===== config.mk =====
export PLATFORM = sky130hd
export DESIGN_NAME = cnn_mem_port_arbiter
export DESIGN_NICKNAME = d
export VERILOG_FILES = /design/src/rtl/cnn_mem_pkg.sv /design/src/rtl/cnn_rd_lat_tracker.sv /design/src/rtl/cnn_mem_port_arbiter.sv
export SDC_FILE = /design/constraint.sdc
export NUM_CORES = 1
export LEC_CHECK = 0
export CAP_MARGIN = 20
export CORE_ASPECT_RATIO = 0.6
export CORE_UTILIZATION = 30
export DETAILED_ROUTE_END_ITERATION = 8
export DONT_BUFFER_PORTS = 1
export HOLD_SLACK_MARGIN = 0.15
export PLACE_DENSITY_LB_ADDON = 0.1
export SLEW_MARGIN = 40
export SYNTH_ARGS = -nofsm -noshare
export SYNTH_HDL_FRONTEND = slang
export SYNTH_SLANG_ARGS = --single-unit

===== constraint.sdc =====
create_clock -name clk -period 3.7 [get_ports clk]
set_input_delay 0.555 -clock clk [delete_from_list [all_inputs] [get_ports clk]]
set_output_delay 0.555 -clock clk [all_outputs]
set_load 0.05 [all_outputs]

===== src/rtl/cnn_mem_pkg.sv =====
// Shared types and default widths for the CNN16 RAM port arbiter.
package cnn_mem_pkg;

   localparam int CNN_DATA_W = 16;
   localparam int CNN_ADDR_W = 12;

   typedef enum logic [1:0] {
      ST_CPU      = 2'd0,
      ST_DRAIN    = 2'd1,
      ST_LOAD     = 2'd2,
      ST_HANDBACK = 2'd3
   } arb_state_t;

endpackage


===== src/rtl/cnn_rd_lat_tracker.sv =====
// Tracks CPU reads through the RAM pipeline: busy while any read is in flight,
// capture strobe on the cycle the RAM presents the data for the oldest read.
module cnn_rd_lat_tracker #(
   parameter int RD_LAT = 1
) (
   input  logic clk,
   input  logic rst,
   input  logic rd_issue,
   output logic rd_busy,
   output logic rd_capture
);

   logic [RD_LAT-1:0] vld_r;

   // Valid shift register, one stage per RAM read-latency edge.
   always_ff @(posedge clk or posedge rst) begin
      if (rst) begin
         vld_r <= {RD_LAT{1'b0}};
      end else begin
         vld_r[0] <= rd_issue;
         for (int i = 1; i < RD_LAT; i++) begin
            vld_r[i] <= vld_r[i-1];
         end
      end
   end

   assign rd_busy    = |vld_r;
   assign rd_capture = vld_r[RD_LAT-1];

endmodule


===== src/rtl/cnn_mem_port_arbiter.sv =====
// Single RAM port arbiter between the CPU and the program loader, with a drain-safe handover FSM.
// Define CNN_LOAD_AUTOINC_EN to address loader writes from load_count instead of ext_addr.
module cnn_mem_port_arbiter
   import cnn_mem_pkg::*;
#(
   parameter int DATA_W = CNN_DATA_W,
   parameter int ADDR_W = CNN_ADDR_W,
   parameter int RD_LAT = 1
) (
   input  logic              clk,
   input  logic              rst,
   input  logic              ext_sel,
   input  logic              ext_we,
   input  logic [ADDR_W-1:0] ext_addr,
   input  logic [DATA_W-1:0] ext_wdata,
   output logic              ext_grant,
   input  logic              cpu_req,
   input  logic              cpu_we,
   input  logic [ADDR_W-1:0] cpu_addr,
   input  logic [DATA_W-1:0] cpu_wdata,
   output logic [DATA_W-1:0] cpu_rdata,
   output logic              cpu_ready,
   output logic              ram_we,
   output logic [ADDR_W-1:0] ram_addr,
   output logic [DATA_W-1:0] ram_wdata,
   input  logic [DATA_W-1:0] ram_rdata,
   output logic [ADDR_W-1:0] load_count
);

   arb_state_t        state_r;
   arb_state_t        state_s;
   logic              accept_s;
   logic              wr_accept_s;
   logic              rd_accept_s;
   logic              rd_busy_s;
   logic              rd_capture_s;
   logic              cpu_ready_r;
   logic              ext_grant_r;
   logic [DATA_W-1:0] cpu_rdata_r;
   logic [ADDR_W-1:0] load_count_r;
   logic [ADDR_W-1:0] load_addr_s;
   logic [ADDR_W-1:0] addr_hold_r;
   logic [DATA_W-1:0] wdata_hold_r;
   logic              ram_we_s;
   logic [ADDR_W-1:0] ram_addr_s;
   logic [DATA_W-1:0] ram_wdata_s;

   // Loader request wins over a new CPU request; the ready cycle is never an accept cycle.
   assign accept_s    = !rst && (state_r == ST_CPU) && cpu_req && !rd_busy_s
                        && !cpu_ready_r && !ext_sel;
   assign wr_accept_s = accept_s & cpu_we;
   assign rd_accept_s = accept_s & ~cpu_we;

`ifdef CNN_LOAD_AUTOINC_EN
   assign load_addr_s = load_count_r;
`else
   assign load_addr_s = ext_addr;
`endif

   cnn_rd_lat_tracker #(
      .RD_LAT(RD_LAT)
   ) u_rd_lat_tracker (
      .clk       (clk),
      .rst       (rst),
      .rd_issue  (rd_accept_s),
      .rd_busy   (rd_busy_s),
      .rd_capture(rd_capture_s)
   );

   // Next-state logic and RAM port mux.
   always_comb begin
      state_s     = state_r;
      ram_we_s    = 1'b0;
      ram_addr_s  = addr_hold_r;
      ram_wdata_s = wdata_hold_r;

      case (state_r)
         ST_CPU: begin
            if (ext_sel) begin
               state_s = rd_busy_s ? ST_DRAIN : ST_LOAD;
            end else begin
               state_s = ST_CPU;
            end
         end
         ST_DRAIN: begin
            if (cpu_ready_r) begin
               state_s = ST_LOAD;
            end else begin
               state_s = ST_DRAIN;
            end
         end
         ST_LOAD: begin
            if (!ext_sel) begin
               state_s = ST_HANDBACK;
            end else begin
               state_s = ST_LOAD;
            end
         end
         ST_HANDBACK: state_s = ST_CPU;
         default:     state_s = ST_CPU;
      endcase

      if (state_r == ST_LOAD) begin
         ram_we_s    = ext_we;
         ram_addr_s  = load_addr_s;
         ram_wdata_s = ext_wdata;
      end else if (accept_s) begin
         ram_we_s    = cpu_we;
         ram_addr_s  = cpu_addr;
         ram_wdata_s = cpu_wdata;
      end else begin
         ram_we_s    = 1'b0;
         ram_addr_s  = addr_hold_r;
         ram_wdata_s = wdata_hold_r;
      end
   end

   // State register, handshake outputs, loader counter and RAM port hold registers.
   always_ff @(posedge clk or posedge rst) begin
      if (rst) begin
         state_r      <= ST_CPU;
         ext_grant_r  <= 1'b0;
         cpu_ready_r  <= 1'b0;
         cpu_rdata_r  <= {DATA_W{1'b0}};
         load_count_r <= {ADDR_W{1'b0}};
         addr_hold_r  <= {ADDR_W{1'b0}};
         wdata_hold_r <= {DATA_W{1'b0}};
      end else begin
         state_r      <= state_s;
         ext_grant_r  <= (state_s == ST_LOAD);
         cpu_ready_r  <= wr_accept_s | rd_capture_s;
         addr_hold_r  <= ram_addr_s;
         wdata_hold_r <= ram_wdata_s;
         if (rd_capture_s) begin
            cpu_rdata_r <= ram_rdata;
         end
         if ((state_s == ST_LOAD) && (state_r != ST_LOAD)) begin
            load_count_r <= {ADDR_W{1'b0}};
         end else if ((state_r == ST_LOAD) && ext_we) begin
            load_count_r <= load_count_r + ADDR_W'(1);
         end
      end
   end

   assign ext_grant  = ext_grant_r;
   assign cpu_ready  = cpu_ready_r;
   assign cpu_rdata  = cpu_rdata_r;
   assign load_count = load_count_r;
   assign ram_we     = ram_we_s;
   assign ram_addr   = ram_addr_s;
   assign ram_wdata  = ram_wdata_s;

endmodule


After elaboration in Yosys (flattened, before gate mapping) --
Index checks and enable logic that the tools add are counted.
Operators by class: eq/ne operators 5, add/subtract/negate cells 1, reduce and logical (&&, ||, !) cells 13, mux-type cells 13, bitwise gates (word level) 4
Operators by type and width (count):
- 2-to-1 mux 12 bit | 4
- 2-to-1 mux 16 bit | 2
- adder 12 x 1 -> 12 bit, second input constant | 1
- one-hot mux 2 bit (4 select lines) | 1
- logical AND 1 bit | 7
- == test 2 bit, second input constant | 3
- 2-to-1 mux 2 bit | 3
- logical NOT 1 bit | 4
- 2-to-1 mux 1 bit | 3
- bitwise AND 1 bit | 2
- == test 2 x 1 -> 1 bit, second input constant | 1
- logical NOT 2 bit | 1
- != test 2 bit, second input constant | 1
- nonzero test 2 bit | 1
- NOT 1 bit | 1
- bitwise OR 1 bit | 1
Storage, ports and cells: output and inout bits 59, input bits 78, register bits 61, word-level logic and storage cells 44

Logic depth before layout (Yosys ltp) --
Gate-level depths: netlist (run 1).
word-level depth 8, mapped depth 6, gate-level depth less buffers 4

By module --
From an unflattened synthesis (run 1), not the netlist that was laid out.
Second synthesis, totals: cells, all modules 284, area, all modules 2886.5 um2
By module, submodules not included:
- cnn_mem_port_arbiter | area each 2850.2 um2, cells each 281, seq. area each 1501.4 um2, times used 1
- cnn_rd_lat_tracker | area each 36.3 um2, cells each 3, seq. area each 25.0 um2, times used 1

Least setup slack after synthesis (run 1) --
No wires, ideal clock.
kind reg-to-output, start register cpu_ready_r, in the netlist cpu_ready, end output port ram_addr[0], path slack 1169 ps, cell stages (with the launch flop) 5, data arrival time 1976 ps, data required time 3145 ps, buffers on the path 1, path through dfrtp_1 > nor4b_2 > and2_1 > buf_2 > o211ai_1
On the way: cells in the longest elaborated chain, start to end 5
RTL lines:
- from (decl) | line cnn_mem_port_arbiter.sv:37 | logic cpu_ready_r;
- from (signal assigned) | line cnn_mem_port_arbiter.sv:131 | cpu_ready_r <= wr_accept_s | rd_capture_s;
- logical NOT 1 bit | line cnn_mem_port_arbiter.sv:50 | && !cpu_ready_r && !ext_sel;
- logical AND 1 bit (2 in a row) | line cnn_mem_port_arbiter.sv:50
- 2-to-1 mux 12 bit | line cnn_mem_port_arbiter.sv:107 | end else if (accept_s) begin
- 2-to-1 mux 12 bit | line cnn_mem_port_arbiter.sv:103 | if (state_r == ST_LOAD) begin
- to (decl) | line cnn_mem_port_arbiter.sv:24 | output logic [ADDR_W-1:0] ram_addr,
Every way passes these cells.

Worst setup path in the final report (run 1) --
start register cpu_ready_r, in the netlist cpu_ready, end output port ram_wdata[6]
On the way: cells in the longest elaborated chain, start to end 5
RTL lines:
- logical NOT 1 bit | line cnn_mem_port_arbiter.sv:50
- logical AND 1 bit (2 in a row) | line cnn_mem_port_arbiter.sv:50
- 2-to-1 mux 16 bit | line cnn_mem_port_arbiter.sv:107
- 2-to-1 mux 16 bit | line cnn_mem_port_arbiter.sv:103
- to (decl) | line cnn_mem_port_arbiter.sv:25 | output logic [DATA_W-1:0] ram_wdata,
Every way passes these cells.

==> out/metrics.yaml, run 1 <==
logic_synthesis:
  synth_area_leaders: "dfrtp_1 52%, nand2_1 7.8%, o211ai_1 7.7%, mux2_2 6.5%, nand3_1 5.8%"
  seq_area_frac_synth_pct: 52.2
  synth_largest_area_cell: "dfrtp_1"
  synthTopCellsByCount: "61 x dfrtp_1, 61 x nand2_1, 34 x nand3_1"
  async_reset_ff_share_pct: 100
  ys_types: 36
  synth_nets: 361
  avgSynthCellArea_um2: 10.4
  synth_ff_type: "dfrtp_1"
  netlist_area_mm2: 0.00293
  synth_cells: 282
  yosysTopAreaCellShare_pct: 52.2
  synth_warnings: 0
  synth_edf_count: 0
  ys_ff_latch: 61
critical_path:
  slowest_delay_ns: 0.63
  critPathKind: "reg -> out"
  path_cells: "nor4b_4, and2_1, buf_4, o211ai_1, buf_4"
  r2r_cells: 5
  start_kind: "flip-flop"
  arrival_ns: 2.61
  r2r-start: "cpu_ready$_DFF_PP0_"
  critPathCaptureType: "output port"
  ff2ff_setup_slack_ns: 1.33
  cp_slowest_cell: "dfrtp_1"
  r2r_end: "wdata_hold_r[3]$_DFF_PP0_"
  worst-path-max-fanout: 16
  required_ns: 3.14
  timing.critical_path.mode_cell: "buf_4"
global_routing:
  met1_usage_pct: 21.9
  met3_usage_pct: 6.54
  busiest_layer: "met2"
  grt_pass1_vias: 2220
  antenna_found_initial: 0
  grt_overflow: 0
  grt_max_degree: 37
  met2_usage_pct: 22.4
  grt_pass1_wl_mm: 12.0
  track_usage_pct: 15.9
timing:
  period_needed_ns: 3.16
  worstMarginPinSlew_ns: 0.772
  relSlewSlack_pct: 48.3
  rsz0062_at_grt: "no"
  setup_viol: 0
  post-route-worst-setup-slack_ns: 0.536
  max_freq_mhz: 316
  report.final.slew_viol_count: 0
  hold_viol_final: 0
  fin_tns_setup_ns: 0
  min_period_over_period_pct: 85.5
  clock_skew_ns: 0.00802
power:
  power_density_mw_per_mm2: 1200
  power.leakage_nw: 1.55
  irDropWorstVdd_v: 0.000535
floorplan:
  die_h_um: 78.5
  start_util_pct: 31.4
  die_w_um: 130
  ioPinCount: 137
  core_area_mm2: 0.00932
  std_cell_rows: 27
  die-area_mm2: 0.0102
routing:
  drt-initial-drc-count: 134
  via_per_inst: 5.15
  ant_nets: 0
  wl_per_cell_um: 17.4
  dr_total_vias: 2270
  drt_wl_total_mm: 7.69
  first_pass_iters: 4
  drc: 0
clock_tree:
  post_cts.repair.setup_buffers: 0
  cts.clk_slew.worst_paths_ns: 0.06
  numCtsBuffers: 9
  clockBufferDepth: 2
  cts_resized: 0
  cts_max_level: 3
  insertion_delay_ns: 0.33
  cts_tree: "built"
  cts_hold_buf: 0
  ctsRootBufferMaster: "clkbuf_16"
  cts.sinks: 61
layout:
  nets: 385
  instances_no_fill: 441
  multi_input_area_mm2: 0.00125
  seq_area_mm2: 0.00153
  drive_above_1_share_pct: 25.1
  syn_to_final_growth_pct: 20.6
  diodes: 0
  fill_cells: 959
  fin_util_pct: 37.8
place:
  preCtsSetupSlack_ns: 0.839
  dp_cells: 425
  port-buffer-count: 0
  place_congestion: 0.697
  dp_hpwl_mm: 5.24
hold_path:
  hp-class: "in -> async"
job:
  max-cap-violations: 0
outcome:
  status: "finished, final reports clean"
[cell usage in the layout, fill, tap and decap left out, drive strengths merged]
cell type | netlist | layout
clkinv | 0 | 3
a21oi | 1 | 1
nand2 | 62 | 62
clkbuf | 0 | 10
inv | 2 | 3
a22oi | 1 | 1
and2 | 1 | 1
mux2i | 5 | 5
nor2 | 1 | 1
a21o | 2 | 2
bufinv | 0 | 1
mux2 | 17 | 17
clkinvlp | 0 | 1
dfrtp | 61 | 61
nor4 | 1 | 1
nand3 | 34 | 34
nand2b | 2 | 2
or2b | 1 | 1
or3 | 3 | 3
o21ai | 7 | 7
or4 | 2 | 2
ha | 1 | 1
nor3 | 1 | 1
or4b | 1 | 1
o221a | 1 | 1
nand3b | 2 | 2
buf | 23 | 36
nand4 | 11 | 11
o211ai | 30 | 30
nor2b | 2 | 2
nor4b | 1 | 1
o22ai | 1 | 1
and4 | 2 | 2
and3 | 2 | 2
and3b | 1 | 1
[critical path: cells and delay by family, from the launching register on]
| family | cells | cell delay [ns] |
|---|---|---|
| buf+inv | 2 | 0.56 |
| simple gates | 2 | 0.94 |
| flops | 1 | 0.63 |
| compound gates | 1 | 0.16 |
[stage by stage]
| step | power (mW) | cell area [µm²] | hold WS [ns] |
|---|---|---|---|
| final | 4.24 | 3530 | 0.147 |
| after detailed placement | 3.42 | 3230 | 0.520 |
| after global placement | 3.30 | 3140 | 0.525 |
| after CTS | 4.29 | 3530 | 0.159 |
| after floorplan | 2.93 | 2930 | 0.580 |
| after global routing | 4.47 | 3530 | 0.197 |
[sequential cells by signal (all words and copies together) (netlist names)]
signal / flops
addr_hold_r: 12
state_r: 2
u_rd_lat_tracker.rd_busy: 1
cpu_rdata: 16
load_count: 12
cpu_ready: 1
ext_grant: 1
wdata_hold_r: 16
[worst max-delay path by stage]
| stage | startpoint | end | cells past startpoint |
|---|---|---|---|
| 3_3_place_gp | cpu_ready$_DFF_PP0_ | ram_wdata[6] | 5 |
| 5_1_grt | cpu_ready$_DFF_PP0_ | ram_wdata[6] | 5 |
| 2_1_floorplan | cpu_ready$_DFF_PP0_ | ram_addr[0] | 4 |
| 3_5_place_dp | cpu_ready$_DFF_PP0_ | ram_wdata[6] | 5 |
| 6_report | cpu_ready$_DFF_PP0_ | ram_wdata[6] | 5 |
| 4_1_cts | cpu_ready$_DFF_PP0_ | ram_wdata[6] | 5 |
[logic make-up after synthesis]
group | count (synthesis) | share of synthesized area (%)
mux | 22 | 8.25
simple gates | 130 | 23.0
flops | 61 | 52.2
buf+inv | 25 | 5.77
fa+ha+maj | 1 | 0.427
compound gates | 43 | 10.4
[routing by layer]
layer | wire (µm) | up-vias | share of wire [%]
met1 | 3730 | 1098 | 49
met5 | 0 | - | 0
met4 | 65 | 0 | 0.85
met3 | 709 | 7 | 9.2
met2 | 3180 | 103 | 41
li1 | - | 1062 | -
[layout make-up]
class	instances	area share [%]
inverter	2	0.213
clock inverter	6	2.06
timing repair buffer	36	8.01
sequential	61	43.3
tap	130	4.61
clock buffer	10	6.49
multi-input combinational	196	35.4
[report_power, final]
part	internal (mW)	total, mW	switching, mW	leakage [nW]
sequential	0.935	1.50	0.563	0.775
clock	0.527	0.841	0.314	0.143
combinational	0.574	1.90	1.33	0.629
total	2.04	4.24	2.21	1.55
Power figures use the tool's default switching activity.
==> run 2: changes to the inputs <==
--- a/config.mk
+++ b/config.mk
@@ -7,11 +7,13 @@
 export LEC_CHECK = 0
 export CAP_MARGIN = 20
 export CORE_ASPECT_RATIO = 0.6
-export CORE_UTILIZATION = 30
+export CORE_UTILIZATION = 55
+export CTS_CLUSTER_DIAMETER = 30
 export DETAILED_ROUTE_END_ITERATION = 8
 export DONT_BUFFER_PORTS = 1
 export HOLD_SLACK_MARGIN = 0.15
 export PLACE_DENSITY_LB_ADDON = 0.1
+export SETUP_SLACK_MARGIN = 0.15
 export SLEW_MARGIN = 40
 export SYNTH_ARGS = -nofsm -noshare
 export SYNTH_HDL_FRONTEND = slang
==> run 2 against run 1 <==
Critical path depth stayed put. Clock power fell by 36%. Via count rose by 0.62%. Register-to-register slack gained 0.13 ns. Design area decreased by 5.8%. Non-clock buffer count unchanged. First-iteration DRC count decreased by 28%. Critical path type unchanged. Utilization up 28 points. Sequential share of layout area rose by 2.7 points.
==> out/metrics.yaml, run 2 (synthesized netlist as in run 1, its figures left out) <==
routing:
  top_layer_used: "met4"
  met2_length_mm: 3.03
  dr_total_vias: 2284
  wl_met1_mm: 3.13
  drt-initial-drc-count: 97
  drc: 0
  via_per_inst: 6.06
  drt_wl_total_mm: 6.84
  ant_nets: 0
  first_pass_iters: 4
  wl_per_cell_um: 18.1
  wl_met3_um: 619
floorplan:
  core_area_mm2: 0.00508
  start_util_pct: 57.6
  die-area_mm2: 0.00563
  die_h_um: 58.5
  std_cell_rows: 20
  ioPinCount: 137
  die_w_um: 96.2
clock_tree:
  cts_max_level: 3
  insertion_delay_ns: 0.34
  post_cts.repair.setup_buffers: 0
  cts.clk_slew.worst_paths_ns: 0.08
  ctsRootBufferMaster: "clkbuf_8"
  numCtsBuffers: 9
  cts.sinks: 61
  clockBufferDepth: 2
  cts_tree: "built"
global_routing:
  track_usage_pct: 25.2
  grt_pass1_vias: 2065
  antenna_found_initial: 0
  grt_pass1_wl_mm: 10.3
  grt_max_degree: 46
  grt_overflow: 0
power:
  irDropWorstVdd_v: 0.000660
  p_total_mw: 3.92
  power.leakage_nw: 1.48
  power_density_mw_per_mm2: 1180
timing:
  whs_ns: 0.270
  hold_viol_final: 0
  rsz0062_at_grt: "no"
  max_freq_mhz: 327
  min_period_over_period_pct: 82.7
  fin_tns_setup_ns: 0
  clock_skew_ns: 0.00971
  report.final.slew_viol_count: 0
  worstMarginPinSlew_ns: 0.767
  post-route-worst-setup-slack_ns: 0.641
  period_needed_ns: 3.06
  relSlewSlack_pct: 48.8
  setup_viol: 0
hold_path:
  hp-class: "in -> reg"
  hold_start: "cpu_we"
critical_path:
  timing.critical_path.mode_cell: "buf_4"
  slowest_delay_ns: 0.64
  start_kind: "flip-flop"
  path_cells: "nor4b_4, and2_1, buf_4, o211ai_1, buf_4"
  worst-path-max-fanout: 20
  worstSetupStartpoint: "cpu_ready$_DFF_PP0_"
  critPathCaptureType: "output port"
  crit_family: "simple AND/OR/NAND/NOR gates"
  r2r-start: "cpu_ready$_DFF_PP0_"
  required_ns: 3.14
  arrival_ns: 2.50
  cp_slowest_cell: "dfrtp_1"
  critPathKind: "reg -> out"
  cp.buffers_inverters: 2
place:
  place_congestion: 0.721
  port-buffer-count: 0
  preCtsSetupSlack_ns: 1.02
  dp_hpwl_mm: 4.66
layout:
  layout_common_cells: "61 x nand2_1, 61 x dfrtp_1, 35 x buf_4"
  diodes: 0
  fill_cells: 406
  seq_area_mm2: 0.00153
  syn_to_final_growth_pct: 13.6
  nets: 385
  drive_above_1_share_pct: 25.1
  multi_input_area_mm2: 0.00125
outcome:
  status: "finished, final reports clean"
job:
  max-cap-violations: 0
==> run 2: worst reg2reg max path: stages (launching register included) <==
cell,delay [ns]
dfrtp_1,0.64
nor4b_4,0.36
and2_1,0.42
buf_4,0.33
o211ai_1,0.14
buf_4,0.21
==> run 2: area by class of cell <==
class / instances / share of cell area (%)
clock buffer: 10 / 4.14
clock inverter: 6 / 1.43
inverter: 2 / 0.301
multi-input combinational: 196 / 37.5
sequential: 61 / 45.9
tap: 66 / 2.48
timing repair buffer: 36 / 8.20
==> run 2: worst paths after layout <==
kind	endpoint	slack (ns)	cells after the start
max in group asynchronous	state_r[1]$_DFF_PP0_	2.31	3
hold reg to reg	wdata_hold_r[10]$_DFF_PP0_	0.56	2
min in group asynchronous	cpu_rdata[2]$_DFFE_PP0P_	0.76	2
hold / removal	u_rd_lat_tracker.rd_busy$_DFF_PP0_	0.27	1
setup / recovery	ram_wdata[2]	0.64	5
setup reg to reg	wdata_hold_r[1]$_DFF_PP0_	1.46	5
==> run 2: per-layer routing <==
metal / up-vias / GRT usage [%]
li1: 1070 / -
met1: 1099 / 35.8
met2: 109 / 34.4
met3: 6 / 10.1
met4: 0 / 10.4
met5: - / 0
==> run 2: report_power, final <==
part	switching, mW	internal, mW	total [mW]	leakage, nW
sequential	0.566	0.933	1.50	0.775
combinational	1.32	0.565	1.88	0.625
clock	0.275	0.264	0.539	0.0811
==> run 2: repair_timing <==
item / 4_1_cts / 5_1_grt
hold buffers: 1 / 0
endpoints found under the hold margin: 20 / 0
resized for setup: 0 / 0
==> run 2: metrics by stage <==
| step | std cells | cell area, µm² | utilization (%) |
|---|---|---|---|
| CTS | 377 | 3320 | 65.4 |
| global route | 377 | 3320 | 65.4 |
| global placement | 358 | 3110 | 61.3 |
| finish | 377 | 3320 | 65.4 |
| floorplan | 282 | 2930 | - |
| detailed placement | 360 | 3130 | 61.6 |
==> run 3: changes to the inputs <==
==> constraint.sdc (replaced) <==
create_clock -name clk -period 2.7 [get_ports clk]
set_input_delay 0.405 -clock clk [delete_from_list [all_inputs] [get_ports clk]]
set_output_delay 0.405 -clock clk [all_outputs]
set_load 0.05 [all_outputs]
==> run 3 against run 2 <==
Via count rose by 0.57%. Critical endpoint is now ram_wdata[1]. Critical path depth unchanged. Largest power group unchanged. Global-route usage down 0.43 points.
==> out/metrics.yaml, run 3 (synthesized netlist as in run 1, its figures left out) <==
clock_tree:
  post_cts.repair.setup_buffers: 0
  clockBufferDepth: 2
  insertion_delay_ns: 0.34
  cts_tree: "built"
  cts.sinks: 61
  cts_max_level: 3
  numCtsBuffers: 9
  cts_resized: 0
  ctsRootBufferMaster: "clkbuf_8"
  cts.clk_slew.worst_paths_ns: 0.07
floorplan:
  die_w_um: 96.2
  die-area_mm2: 0.00563
  ioPinCount: 137
  core_area_mm2: 0.00508
  start_util_pct: 57.6
  die_h_um: 58.5
  std_cell_rows: 20
critical_path:
  start_kind: "flip-flop"
  timing.critical_path.mode_cell: "buf_4"
  critPathCaptureType: "output port"
  path_cells: "nor3_2, buf_4, nand3_1, o211ai_1, buf_4"
  critPathKind: "reg -> out"
  arrival_ns: 1.94
  cp_slowest_cell: "dfrtp_1"
  slowest_delay_ns: 0.51
  worst-path-max-fanout: 28
  required_ns: 2.30
timing:
  rsz0062_at_grt: "no"
  period_needed_ns: 2.34
  hold_viol_final: 0
  clock_skew_ns: 0.00947
  max_freq_mhz: 427
  relSlewSlack_pct: 54.6
  setup_viol: 0
  fin_tns_setup_ns: 0
  min_period_over_period_pct: 86.7
  report.final.slew_viol_count: 0
  whs_ns: 0.189
  worstMarginPinSlew_ns: 0.680
global_routing:
  grt_pass1_wl_mm: 10.2
  grt_max_degree: 34
  grt_overflow: 0
  antenna_found_initial: 0
  grt_pass1_vias: 2024
  track_usage_pct: 24.8
routing:
  first_pass_iters: 4
  wl_per_cell_um: 17.6
  drt_wl_total_mm: 6.75
  drt-initial-drc-count: 134
  drc: 0
  ant_nets: 0
  dr_total_vias: 2297
  via_per_inst: 5.98
job:
  max-cap-violations: 0
layout:
  nets: 392
  drive_above_1_share_pct: 25.8
  syn_to_final_growth_pct: 16.5
  seq_area_mm2: 0.00153
  diodes: 0
  fill_cells: 396
  multi_input_area_mm2: 0.00125
  layout_common_cells: "61 x nand2_1, 61 x dfrtp_1, 39 x buf_4"
place:
  place_congestion: 0.755
  port-buffer-count: 0
  dp_hpwl_mm: 4.67
power:
  irDropWorstVdd_v: 0.00108
  p_total_mw: 5.49
  power_density_mw_per_mm2: 1610
  power.leakage_nw: 1.54
hold_path:
  hp-class: "in -> reg"
outcome:
  status: "finished, final reports clean"
-- run 3: cell type report --
cell class / instances / share of cell area (%)
inverter: 2 / 0.220
sequential: 61 / 44.8
clock buffer: 12 / 4.26
clock inverter: 4 / 1.39
multi-input combinational: 196 / 36.6
timing repair buffer: 43 / 10.3
tap: 66 / 2.42
-- run 3: path summary, 6_finish.rpt --
path | to | from | cells after the start | slack (ns)
hold / removal | cpu_ready$_DFF_PP0_ | cpu_we | 1 | 0.19
setup reg to reg | load_count[6]$_DFFE_PP0P_ | load_count[2]$_DFFE_PP0P_ | 3 | 0.90
setup / recovery | ram_wdata[1] | state_r[1]$_DFF_PP0_ | 5 | 0.36
min in group asynchronous | load_count[1]$_DFFE_PP0P_ | rst | 2 | 0.66
max in group asynchronous | addr_hold_r[6]$_DFF_PP0_ | rst | 3 | 1.36
hold reg to reg | addr_hold_r[2]$_DFF_PP0_ | addr_hold_r[2]$_DFF_PP0_ | 2 | 0.56
-- run 3: stage by stage --
stage	instance area (µm²)	utilization, %	setup WS, ns	std cells
after floorplan	2930	-	0.319	282
after global placement	3020	59.5	0.368	343
after detailed placement	3200	62.9	0.715	366
after CTS	3410	67.1	0.341	384
after global routing	3410	67.1	0.194	384
final	3410	67.1	0.359	384
-- run 3: power by group --
part | switching [mW] | leakage (nW) | internal [mW] | total, mW
Combinational | 1.87 | 0.668 | 0.830 | 2.70
Sequential | 0.709 | 0.775 | 1.28 | 1.99
Clock | 0.349 | 0.0964 | 0.449 | 0.798
Total | 2.92 | 1.54 | 2.56 | 5.49
-- run 3: critical path: cells and delay by family, from the launching register on --
family	cells	cell delay (ns)
and+or+nand+nor	2	0.35
AOI/OAI and AO/OA	1	0.15
DFF	1	0.51
buffers and inverters	2	0.58
-- run 3: per-layer routing --
layer	GRT usage [%]	part of all wire (%)	vias to the layer above
met4	9.59	1.5	0
met1	33.5	46	1104
met5	0	0	-
met3	10.3	9.5	10
li1	-	-	1082
met2	35.7	43	101
-- run 3: what timing repair did --
item / in CTS / in global routing
hold endpoints to repair: 32 / 0
hold buffers: 2 / 0
setup endpoints to repair: 0 / 0
